[config.mk]
export PLATFORM = sky130hd
export DESIGN_NAME = muldiv_unit
export DESIGN_NICKNAME = d
export VERILOG_FILES = /design/src/rtl/muldiv_unit.sv
export SDC_FILE = /design/constraint.sdc
export NUM_CORES = 2
export LEC_CHECK = 0
export CAP_MARGIN = 20
export CORE_MARGIN = 3
export CORE_UTILIZATION = 69
export CTS_BUF_LIST = sky130_fd_sc_hd__clkbuf_8
export DETAILED_ROUTE_END_ITERATION = 8
export DONT_BUFFER_PORTS = 1
export PLACE_DENSITY_LB_ADDON = 0.3
export SLEW_MARGIN = 10
export SYNTH_ARGS = -nofsm -noshare
export SYNTH_HDL_FRONTEND = slang
export SYNTH_SLANG_ARGS = --single-unit
export TNS_END_PERCENT = 30
[constraint.sdc]
create_clock -name clk -period 13.7 [get_ports clk]
set_input_delay 3.425 -clock clk [delete_from_list [all_inputs] [get_ports clk]]
set_output_delay 3.425 -clock clk [all_outputs]
set_load 0.03 [all_outputs]
[src/rtl/muldiv_unit.sv]
// Iterative RV32M/RV64M multiply-divide unit: one-cycle multiply, restoring
// radix-2^DIV_UNROLL divider, result written back from the DONE state.
module muldiv_unit #(
    parameter int XLEN       = 32,
    parameter int DIV_UNROLL = 1
) (
    input  logic            clk,
    input  logic            reset,
    input  logic            inst_v_i,
    input  logic [31:0]     inst_i,
    input  logic [XLEN-1:0] rs1_data,
    input  logic [XLEN-1:0] rs2_data,
    input  logic            flush,
    output logic            accept,
    output logic            busy,
    output logic [4:0]      rd,
    output logic            rd_v,
    output logic [XLEN-1:0] rd_data
);
    localparam int ITER  = XLEN / DIV_UNROLL;
    localparam int CNT_W = (ITER > 1) ? $clog2(ITER) : 1;
    localparam logic [XLEN-1:0] MOST_NEG = {1'b1, {(XLEN-1){1'b0}}};

    typedef enum logic [1:0] {IDLE, MUL, DIV, DONE} state_t;
    state_t state;

    logic [1:0]       op_q;
    logic [XLEN-1:0]  a_reg, b_reg, rem_reg;
    logic             sgn_a, sgn_b, neg_q, neg_r;
    logic [CNT_W-1:0] cnt;

    logic            m_op, div_in, sdiv_in, rs1_neg, rs2_neg;
    logic            div_zero, div_ovf, special;
    logic [2:0]      f3_in;
    logic [XLEN-1:0] abs1, abs2, special_res;
    logic            unused_fields;

    assign m_op    = (inst_i[6:0] == 7'b0110011) && (inst_i[31:25] == 7'b0000001);
    assign f3_in   = inst_i[14:12];
    assign div_in  = f3_in[2];
    assign sdiv_in = div_in & ~f3_in[0];
    assign rs1_neg = sdiv_in & rs1_data[XLEN-1];
    assign rs2_neg = sdiv_in & rs2_data[XLEN-1];
    assign abs1    = rs1_neg ? -rs1_data : rs1_data;
    assign abs2    = rs2_neg ? -rs2_data : rs2_data;

    // Divide-by-zero and signed overflow bypass the iteration entirely.
    assign div_zero    = (rs2_data == '0);
    assign div_ovf     = sdiv_in && (rs1_data == MOST_NEG) && (rs2_data == '1);
    assign special     = div_in & (div_zero | div_ovf);
    assign special_res = div_zero ? (f3_in[1] ? rs1_data : '1)
                                  : (f3_in[1] ? '0 : MOST_NEG);

    // Register-number fields are decoded upstream; only folded here.
    assign unused_fields = ^inst_i[24:15];

    assign accept = inst_v_i & m_op & ~flush & ((state == IDLE) | (state == DONE));
    assign busy   = (state == MUL) | (state == DIV);
    assign rd_v   = (state == DONE) & (rd != 5'd0);

    logic [2*XLEN-1:0] mul_a, mul_b, mul_p;
    logic [XLEN-1:0]   mul_res;

    always_comb begin
        mul_a   = {{XLEN{sgn_a & a_reg[XLEN-1]}}, a_reg};
        mul_b   = {{XLEN{sgn_b & b_reg[XLEN-1]}}, b_reg};
        mul_p   = mul_a * mul_b;
        mul_res = (op_q == 2'b00) ? mul_p[XLEN-1:0] : mul_p[2*XLEN-1:XLEN];
    end

    logic [XLEN:0]   shifted;
    logic [XLEN-1:0] q_n, r_n, div_res;

    // NOTE: every variable gets a value before the loop so no latch is inferred.
    always_comb begin
        q_n     = a_reg;
        r_n     = rem_reg;
        shifted = '0;
        for (int i = 0; i < DIV_UNROLL; i++) begin
            shifted = {r_n, q_n[XLEN-1]};
            q_n     = {q_n[XLEN-2:0], 1'b0};
            if (shifted >= {1'b0, b_reg}) begin
                shifted = shifted - {1'b0, b_reg};
                q_n[0]  = 1'b1;
            end
            r_n = shifted[XLEN-1:0];
        end
        div_res = op_q[1] ? (neg_r ? -r_n : r_n) : (neg_q ? -q_n : q_n);
    end

    // NOTE: non-blocking assignments for all state so every register samples
    // pre-edge values. Datapath registers are not reset: they are always
    // loaded on accept before they are read.
    always_ff @(posedge clk) begin
        if (reset) begin
            state   <= IDLE;
            rd      <= '0;
            rd_data <= '0;
        end else if (flush) begin
            state <= IDLE;
        end else begin
            case (state)
                MUL: begin
                    rd_data <= mul_res;
                    state   <= DONE;
                end
                DIV: begin
                    a_reg   <= q_n;
                    rem_reg <= r_n;
                    if (cnt == '0) begin
                        rd_data <= div_res;
                        state   <= DONE;
                    end else begin
                        cnt <= cnt - CNT_W'(1);
                    end
                end
                DONE:    state <= IDLE;
                default: ;
            endcase

            if (accept) begin
                op_q <= f3_in[1:0];
                rd   <= inst_i[11:7];
                if (div_in) begin
                    a_reg   <= abs1;
                    b_reg   <= abs2;
                    rem_reg <= '0;
                    neg_q   <= rs1_neg ^ rs2_neg;
                    neg_r   <= rs1_neg;
                    cnt     <= CNT_W'(ITER - 1);
                    if (special) begin
                        rd_data <= special_res;
                        state   <= DONE;
                    end else begin
                        state <= DIV;
                    end
                end else begin
                    a_reg <= rs1_data;
                    b_reg <= rs2_data;
                    sgn_a <= (f3_in[1:0] == 2'b01) | (f3_in[1:0] == 2'b10);
                    sgn_b <= (f3_in[1:0] == 2'b01);
                    state <= MUL;
                end
            end
        end
    end
endmodule

==> reports/results.ini <==
[global_routing]
grt_max_degree=69
first_global_vias=44100
grt_pass1_wl_um=252000
grt.overflow.total=0
grt_use_total_pct=42.6
antenna_found_initial=6

[setup_path]
slowest_stage=and2_1
slowest_delay_ns=0.77
critPathMaxFanout=44
cp.required_ns=14.04
cp.arrival_ns=11.03
crit_path_end_kind=flop
critPathLaunch=a_reg[31]
setup.worst_path.start_class=flop
r2r_start=a_reg[31]
worstSetupPathType=reg -> reg
crit_top_cell=fa_1

[timing]
worst_slew_margin_rel_pct=28.5
fin_crit_ns=10.69
hold_viol=0
finClkSkew_ns=0.0238
final-setup-viol-count=0
drv_slew=0
tightest_slew_ns=1.07
fin_crit_sh_pct=78.0
clock.fmax_mhz=93.6
rsz0062_at_grt=false
fin_setup_tns_ns=0

[clock_tree]
clock_latency_ns=0.49
clock_path_buffers=2
cts_resized=0
cts_num_sinks=146
cts_tree=done
ctsHoldBuffers=0
cts.htree.levels=4
clkTransAtPathRegs_ns=0.10
root_buffer=clkbuf_8
postCtsSetupRepairBufs=0
numCtsBuffers=17

[synth]
synth.distinct_cells=91
synthArstFlopShare_pct=0
yosysTopAreaCell=fa_1
avgSynthCellArea_um2=8.70
synth_edf_count=107
ys_seq_elements=146
synth_area_mm2=0.0509
synth_top_area_share_pct=44.3
synthTopCellsByArea=fa_1 44%, inv_1 8.9%, nand2_1 6.4%
synthFlopType=edfxtp_1
ys_warn_count=0
synthCells=5847
syn_nets=7329
synth-seq-area-share_pct=7.85

[power]
leakagePower_nw=24.8
p_int_mw=0.698
swShare_pct=30.4
pwr-share-clk_pct=37.1
total_power_mw=1.00
p_per_area_mw_per_mm2=19.3
power_frac_comb_pct=13.8
p_seq_share_pct=49.0
switching_power_mw=0.305
ir_drop_v=0.0000678

[status]
status=finished clean

[finish]
drive_gt1_share_pct=3.12
nets=7107
final_util_pct=71.9
area_growth_pct=2.09

[floorplanning]
start_util_pct=70.4
die-height_um=278
core_area_mm2=0.0722
dieArea_mm2=0.0770
die_x_um=278
ioPinCount=140
rows=98

[routing]
dr.pass1.iters=6
routedWlPerCell_um=24.1
vias_per_cell=6.35
drtIter0Drc=4842
num_vias=41800
wirelength_um=159000
ant_nets=0
drc=0

[worst_hold_path]
hold_class=reg -> reg
min_from=state[0]

[place]
gp_congestion=1.06
post-dp-hpwl_um=126000
portBuffers=0

[job]
max_cap_violations=0

[kinds of logic (layout without fill, tap and decap cells)]
kind of cell / Yosys count / in the layout / share of synthesized area [%]
flip-flops: 146 / 146 / 7.85
AO/OA/AOI/OAI: 756 / 756 / 9.68
AND/OR/NAND/NOR: 1786 / 1786 / 16.3
XOR/XNOR: 198 / 198 / 3.41
multiplexers: 35 / 35 / 0.706
adder cells (fa/ha/maj): 1382 / 1382 / 50.6
buffers and inverters: 1544 / 1335 / 11.4
other: 0 / 4 / 0
[layout by cell type, fill, tap and decap left out, types with 18 or more instances in the layout]
cell	count
a211oi_1	52
a31oi_1	25
a21o_1	56
and3_1	36
a21oi_1	217
or2_2	18
mux2i_1	28
nor3_1	55
o31ai_1	35
inv_1	1207
o21a_1	21
nor4_1	18
ha_1	255
nor2b_1	26
xor2_1	82
nand3_1	45
xnor2_1	116
fa_1	1126
or3_1	22
nand2_1	865
and2_1	328
dfxtp_1	39
buf_4	91
nor2_1	266
edfxtp_1	107
nand2b_1	33
nand4_1	25
o21ai_0	155
[per-layer routing]
layer / global-route usage [%] / vias to the layer above / routed length (um)
met5: 0 / - / 12
met4: 20.1 / 2 / 9550
met3: 9.29 / 619 / 18600
met2: 67.3 / 2694 / 72900
met1: 56.7 / 21000 / 57900
li1: - / 17500 / -
[synth_stat cells, drive strengths merged, types with 17 or more instances]
| master | number |
|---|---|
| dfxtp | 39 |
| xnor2 | 116 |
| clkbuf | 302 |
| nand2b | 33 |
| a31oi | 25 |
| a21oi | 218 |
| nand2 | 865 |
| nand3 | 46 |
| fa | 1126 |
| o21a | 21 |
| and3 | 38 |
| a221oi | 17 |
| nor2b | 26 |
| or3 | 23 |
| nor4 | 18 |
| o31ai | 37 |
| inv | 1207 |
| o211ai | 17 |
| mux2i | 28 |
| nand4 | 25 |
| a211oi | 52 |
| or2 | 18 |
| nor2 | 268 |
| xor2 | 82 |
| nor3 | 55 |
| ha | 256 |
| o21ai | 165 |
| a21o | 56 |
| edfxtp | 107 |
| and2 | 329 |
| buf | 31 |
[worst max-delay path, delay by kind of cell, from the launching register on]
kind,cells,cell delay [ns]
flops,1,0.33
xor+xnor,1,0.24
simple gates,6,2.28
compound gates,7,1.78
buf+inv,6,1.29
fa+ha+maj,9,4.53
[final cells by class]
cell class | instances | area [um2]
multi-input cells | 4157 | 41100
diodes | 4 | 10.0
clock inverters | 15 | 174
clock buffers | 17 | 234
fillers | 5475 | 20300
well taps | 950 | 1190
flip-flops and latches | 146 | 3990
repair buffers | 92 | 688
inverters | 1211 | 4550
[final timing paths]
kind	to	slack (ns)	cells past startpoint
max reg2reg	rd_data[24]	3.01	29
min reg2reg	state[0]	0.51	2
max	rd_data[24]	3.01	29
min	state[0]	0.51	2
[power groups by stage]
stage	combinational, mW	sequential (mW)	clock (mW)
2_1_floorplan	0.102	0.498	0
3_3_place_gp	0.132	0.502	0
3_5_place_dp	0.133	0.502	0
4_1_cts	0.134	0.492	0.372
5_1_grt	0.149	0.493	0.387
6_report	0.139	0.492	0.373
[through the flow]
step	area [um2]	hold WS, ns	worst slack (ns)	std cells
finish	51900	0.509	3.01	6592
floorplan	50900	0.466	5.46	5847
global route	51900	0.540	2.70	6589
detailed placement	51500	0.497	3.32	6555
global placement	51500	0.490	3.35	6555
CTS	51900	0.511	3.25	6587
Power figures use the tool's default switching activity.
